### config.mk
export PLATFORM = sky130hd
export DESIGN_NAME = switch_debouncer
export DESIGN_NICKNAME = d
export VERILOG_FILES = /design/src/rtl/switch_debouncer_pkg.sv /design/src/rtl/switch_debouncer_debounce_bit.sv /design/src/rtl/switch_debouncer.sv
export SDC_FILE = /design/constraint.sdc
export NUM_CORES = 1
export LEC_CHECK = 0
export CORE_MARGIN = 2
export CORE_UTILIZATION = 40
export DETAILED_ROUTE_END_ITERATION = 12
export HOLD_SLACK_MARGIN = 0.02
export PLACE_DENSITY = 0.58
export SETUP_SLACK_MARGIN = 0.5
export SLEW_MARGIN = 10
export SYNTH_ARGS = -nofsm -noshare
export SYNTH_HDL_FRONTEND = slang
export SYNTH_SLANG_ARGS = --single-unit
export TNS_END_PERCENT = 20
### constraint.sdc
create_clock -name CLK -period 2.6 [get_ports CLK]
set_input_delay 0.26 -clock CLK [delete_from_list [all_inputs] [get_ports CLK]]
set_output_delay 0.26 -clock CLK [all_outputs]
set_load 0.01 [all_outputs]
### src/rtl/switch_debouncer_pkg.sv
// Shared constants and types for the switch input conditioning slice.
package switch_debouncer_pkg;

    localparam logic [7:0]  SWITCH_BASE_ADDR        = 8'hD2;
    localparam int unsigned DEFAULT_DEBOUNCE_CYCLES = 50000;
    localparam int unsigned SWITCH_WIDTH            = 8;

    typedef logic [SWITCH_WIDTH-1:0] switch_word_t;

endpackage

### src/rtl/switch_debouncer_debounce_bit.sv
// One switch bit: two-flop synchroniser, consecutive-mismatch counter,
// accepted stable level and a one-cycle toggle pulse on acceptance.
module debounce_bit #(
    parameter int unsigned DEBOUNCE_CYCLES = 50000,
    parameter int unsigned CNT_WIDTH       = 16
) (
    input  logic CLK,
    input  logic RST,
    input  logic sw_raw,
    output logic stable,
    output logic toggle
);

    localparam logic [CNT_WIDTH-1:0] CNT_MAX = CNT_WIDTH'(DEBOUNCE_CYCLES - 1);

    logic                 s1;
    logic                 s2;
    logic [CNT_WIDTH-1:0] cnt;

    always_ff @(posedge CLK) begin
        if (RST) begin
            s1 <= 1'b0;
            s2 <= 1'b0;
        end else begin
            s1 <= sw_raw;
            s2 <= s1;
        end
    end

    // Any return to the stable level discards all progress; no partial credit.
    always_ff @(posedge CLK) begin
        if (RST) begin
            cnt    <= '0;
            stable <= 1'b0;
            toggle <= 1'b0;
        end else begin
            toggle <= 1'b0;
            if (s2 == stable) begin
                cnt <= '0;
            end else if (cnt == CNT_MAX) begin
                stable <= s2;
                cnt    <= '0;
                toggle <= 1'b1;
            end else begin
                cnt <= cnt + 1'b1;
            end
        end
    end

endmodule

### src/rtl/switch_debouncer.sv
// Debounces WIDTH raw switch pins and raises a sticky level interrupt,
// with a per-bit change mask, whenever any debounced bit changes.
module switch_debouncer
    import switch_debouncer_pkg::*;
#(
    parameter int unsigned WIDTH           = SWITCH_WIDTH,
    parameter int unsigned DEBOUNCE_CYCLES = DEFAULT_DEBOUNCE_CYCLES,
    parameter int unsigned CNT_WIDTH       = 16
) (
    input  logic             CLK,
    input  logic             RST,
    input  logic [WIDTH-1:0] SW_RAW,
    output logic [WIDTH-1:0] SWITCH_VALUE,
    output logic [WIDTH-1:0] CHANGE_MASK,
    output logic             BUS_INTERRUPT_RAISE,
    input  logic             BUS_INTERRUPT_ACK
);

    logic [WIDTH-1:0] toggle;

    for (genvar i = 0; i < WIDTH; i++) begin : g_bit
        debounce_bit #(
            .DEBOUNCE_CYCLES(DEBOUNCE_CYCLES),
            .CNT_WIDTH      (CNT_WIDTH)
        ) u_debounce_bit (
            .CLK   (CLK),
            .RST   (RST),
            .sw_raw(SW_RAW[i]),
            .stable(SWITCH_VALUE[i]),
            .toggle(toggle[i])
        );
    end

    // A toggle arriving with ACK starts a fresh event: old mask bits are dropped.
    always_ff @(posedge CLK) begin
        if (RST) begin
            BUS_INTERRUPT_RAISE <= 1'b0;
            CHANGE_MASK         <= '0;
        end else if (|toggle) begin
            BUS_INTERRUPT_RAISE <= 1'b1;
            CHANGE_MASK         <= BUS_INTERRUPT_ACK ? toggle : (CHANGE_MASK | toggle);
        end else if (BUS_INTERRUPT_ACK && BUS_INTERRUPT_RAISE) begin
            BUS_INTERRUPT_RAISE <= 1'b0;
            CHANGE_MASK         <= '0;
        end
    end

endmodule

Word-level counts from Yosys, hierarchy flattened
Index checks and enable logic that the tools add are counted.

storage, ports and cells
  register bits after elaboration = 169
  input bits = 11
  output and inout bits = 17
  word-level logic and storage cells = 115

operators by class
  $add $sub $neg = 8
  equality and inequality tests = 16
  mux-type cells = 13
  bitwise logic cells = 9
  reductions and logical operators = 27

operator list
  cell                     number
  $add A16 B1 Y16 const B  8
  $eq A16 B16 Y1 const B   8
  $mux W8                  3
  $reduce_or A3 Y1         8
  $reduce_and A2 Y1        8
  $reduce_or A2 Y1         8
  $mux W1                  10
  $eq A1 B1 Y1             8
  $not A1 Y1               8
  $or A8 B8 Y8             1
  $reduce_or A8 Y1         1
  $reduce_bool A2 Y1       1
  $logic_and A1 B1 Y1      1

Longest topological paths before layout
  word-level depth = 3
  depth in mapped cells = 7

By module
A second synthesis with hierarchy kept.

second synthesis, totals
  cell total of the unflattened synthesis = 803
  area total of the unflattened synthesis = 7,856.3 um^2

by module, submodules not included
  module                                       times used  cells an instance  area each (um^2)  seq. area each (um^2)
  debounce_bit at g_bit[0].u_debounce_bit ...  7           94                 925.9             400.4
  debounce_bit at g_bit[7].u_debounce_bit      1           97                 895.9             400.4
  switch_debouncer                             1           48                 479.2             180.2

Worst setup path before layout
OpenSTA, ideal clock, no wires.

  path kind = register to register
  start point = register g_bit[5].u_debounce_bit.cnt[4]
  end point = register g_bit[5].u_debounce_bit.cnt[13]
  arrival time = 1.755 ns
  slack = 0.730 ns
  cell stages (with the launch flop) = 6
  period minus slack after synthesis = 1.870 ns
  cell sequence = dfxtp_1 -> or4b_1 -> or4_4 -> o21bai_4 -> buf_6 -> nor2_1

between the ends
  cells in the longest elaborated chain, start to end = 2

RTL lines
  what                                                                     RTL line                             source
  start, declared                                                          switch_debouncer_debounce_bit.sv:18  logic [CNT_WIDTH-1:0] cnt;
  start signal, assigned                                                   switch_debouncer_debounce_bit.sv:45  cnt <= cnt + 1'b1;
  parallel branches: the longest is 2 deep, another holds $add A16 B1 Y16  -

Parallel ways; which one is timed is not known.
A chain may end at the register's enable or synchronous reset.

Final worst setup path
  start point = register g_bit[5].u_debounce_bit.cnt[4]
  end point = register g_bit[5].u_debounce_bit.cnt[4]

The elaborated chain is that of the path after synthesis.

==> flow_summary.json <==
{
  "cp_slowest_cell": "or4_4",
  "rows": 48,
  "yosys-top-cells-count": "dfxtp_1, nor2_1, xnor2_1, nand3_1, nand2_1",
  "yosysUniqueCellTypes": 45,
  "p_leak_uw": 0.00246,
  "drt_first_pass_iters": 4,
  "tightest_slew_ns": 0.617,
  "path_buf_inv": 0,
  "io_pins": 28,
  "wl_per_cell_um": 13.0,
  "slew_headroom_pct": 58.9,
  "min_path_type": "input port to register",
  "ys_ff_latch": 169,
  "dieArea_um2": 18400,
  "worstPathCellList": "or4b_1, or4_4, o21bai_4, nor2_1",
  "synth.cell_area_um2": 6940,
  "drt-initial-drc-count": 227,
  "vias": 5159,
  "r2r_start": "g_bit[5].u_debounce_bit.cnt[4]$_SDFF_PP0_",
  "rsz0062_at_grt": "yes",
  "fp.dieH_um": 136,
  "gp_congestion": 0.833,
  "die_w_um": 136,
  "synth_area_per_cell_um2": 9.03,
  "crit_type": "register to register",
  "grt_pass1_wl_mm": 22.8,
  "reg2reg_depth": 4,
  "grt_pass1_vias": 4965,
  "crit_required_ns": 2.90,
  "cts_root_buffer": "clkbuf_16",
  "drv_slew": 0,
  "hold_depth": 2,
  "clk_pin_slew_ns": 0.07,
  "cts_setup_buffers": 0,
  "hpwl_mm": 9.39,
  "synth_warnings": 0,
  "grt_overflow_total": 0,
  "ir_worst_vdd_v": 0.000496,
  "ys_top_cells_by_area": "dfxtp_1, xnor2_1, nor2_1, nand3_1, nor4_1",
  "outcome": "finished clean",
  "synth_seq_area_share_pct": 48.8,
  "fillers": 1604,
  "drive_gt1_share_pct": 5.45,
  "core_area_um2": 17100,
  "syn-num-nets": 787,
  "start_kind": "register",
  "instances_no_fill": 1032,
  "fin_util_pct": 46.8,
  "cp-end-kind": "register",
  "cts_num_sinks": 169,
  "worstHoldEndpoint": "g_bit[1].u_debounce_bit.s1$_SDFF_PP0_",
  "synth_edf_count": 0,
  "grt_start_max_net_pins": 23,
  "final.min_clock_period_ns": 2.05,
  "synth.most_common_cell": "dfxtp_1",
  "r2r_slack_ns": 0.55,
  "initial_core_util_pct": 40.5,
  "synthToLayoutAreaGrowth_pct": 15.5,
  "grt_use_total_pct": 15.5,
  "htree_levels": 4,
  "final_hold_viol_count": 0,
  "synth_area_leader_cell": "dfxtp_1",
  "insertedDiodeCount": 0,
  "hp-start": "SW_RAW[1]",
  "fin_skew_ns": 0.00645,
  "io_buffers": 27,
  "fmax_mhz": 489,
  "total_power_uw": 5280,
  "antenna_found_initial": 0,
  "finalCritPeriodShare_pct": 78.7,
  "power_density_nw_per_um2": 659,
  "r2r-end": "g_bit[5].u_debounce_bit.cnt[4]$_SDFF_PP0_",
  "cpPeakStageDelay_ns": 0.56,
  "setup_tns_ns": 0,
  "tritoncts": "done",
  "yosys.area.top_type_share_pct": 48.8,
  "via_per_inst": 5.00,
  "critPathTopFamily": "simple AND/OR/NAND/NOR gates",
  "clock_path_buffers": 2,
  "synthArstFlopShare_pct": 0,
  "synth_ff_type": "dfxtp_1",
  "dp_cells": 1000,
  "ant_nets": 0,
  "maxCapViolCount": 0,
  "clk-insertion-delay-late_ns": 0.42,
  "cp_max_fo": 15,
  "syn_inst": 768,
  "route.detailed.drc": 0,
  "setup_viol": 0,
  "routed_wl_mm": 13.4,
  "arrival_ns": 2.34,
  "fin_nets": 813,
  "cts_buffers": 17
}
==> how the worst max path moves through the flow <==
stage	start	end	slack, ns	cells after the start
final	g_bit[5].u_debounce_bit.cnt[4]$_SDFF_PP0_	g_bit[5].u_debounce_bit.cnt[4]$_SDFF_PP0_	0.55	4
after detailed placement	g_bit[4].u_debounce_bit.cnt[0]$_SDFF_PP0_	g_bit[4].u_debounce_bit.cnt[9]$_SDFF_PP0_	0.51	5
after floorplan	g_bit[5].u_debounce_bit.cnt[4]$_SDFF_PP0_	g_bit[5].u_debounce_bit.cnt[13]$_SDFF_PP0_	0.73	5
after global routing	g_bit[2].u_debounce_bit.cnt[10]$_SDFF_PP0_	g_bit[2].u_debounce_bit.cnt[8]$_SDFF_PP0_	0.41	4
after CTS	g_bit[3].u_debounce_bit.cnt[0]$_SDFF_PP0_	g_bit[3].u_debounce_bit.cnt[14]$_SDFF_PP0_	0.51	5
after global placement	g_bit[4].u_debounce_bit.cnt[0]$_SDFF_PP0_	g_bit[4].u_debounce_bit.cnt[13]$_SDFF_PP0_	0.60	5
==> flip-flops by register name, indices dropped and copies added (netlist names) <==
name and cells:
g_bit.u_debounce_bit.stable 8, CHANGE_MASK 8, BUS_INTERRUPT_RAISE 1, g_bit.u_debounce_bit.s2 8, g_bit.u_debounce_bit.s1 8, g_bit.u_debounce_bit.cnt 128
g_bit.u_debounce_bit.toggle 8
==> worst reg2reg max path: stages, from the launching register on <==
cell	delay (ns)
dfxtp_1	0.35
or4b_1	0.55
or4_4	0.56
o21bai_4	0.35
nor2_1	0.12
==> final cells by class <==
class / count / area [µm²] / area share (%)
inverters: 27 / 101 / 1.26
repair buffers: 31 / 300 / 3.75
clock inverters: 14 / 180 / 2.25
multi-input cells: 548 / 3340 / 41.6
well taps: 225 / 282 / 3.51
clock buffers: 18 / 429 / 5.36
flip-flops and latches: 169 / 3380 / 42.2
==> where the power goes <==
| part | total, µW | internal, µW | switching (µW) |
|---|---|---|---|
| clock | 2600 | 1590 | 1010 |
| sequential | 2610 | 2600 | 8.42 |
| combinational | 70.0 | 30.6 | 39.4 |
==> kinds of logic (layout without fill, tap and decap cells) <==
group	count (synthesis)	count (layout)	share of synthesized area, %
AO/OA/AOI/OAI	30	30	3.26
XOR/XNOR	116	116	14.6
adder cells (fa/ha/maj)	8	8	1.44
buffers and inverters	51	90	3.43
flip-flops	169	169	48.8
multiplexers	4	4	0.577
AND/OR/NAND/NOR	390	390	27.9
==> metal layers <==
layer,GRT usage [%],vias to the layer above,part of all wire (%)
met2,25.1,77,46
met5,0,-,0
met4,5.21,0,1.4
li1,-,2660,-
met3,4.98,15,4.2
met1,19.5,2407,49
==> cells in the final DEF (no fill, tap or decap), types with 6 or more instances in the layout <==
cell	count
clkbuf_16	17
nor4_1	33
clkinv_2	6
a22o_1	8
xor2_1	25
nand3_1	46
clkdlybuf4s50_1	27
nor4bb_1	6
inv_1	27
and3_1	6
nor2b_1	16
nor3_1	30
dfxtp_1	169
nand2_1	37
nand4_1	30
xnor2_1	91
nor2_1	158
a21oi_1	9
ha_1	8
==> through the flow <==
stage               setup WS, ns  cell area, µm²  hold WS (ns)
global route               0.412            8010         0.398
floorplan                  0.730            6940         0.388
global placement           0.596            7380         0.423
finish                     0.553            8010         0.395
detailed placement         0.515            7380         0.432
CTS                        0.512            7990         0.373
==> repair_timing <==
item                                    in CTS  in global routing
hold endpoints to repair                     0                  0
hold buffers                                 0                  0
resized for setup                            0                  3
endpoints found under the setup margin       0                 62
(Power assumes the default switching activity.)
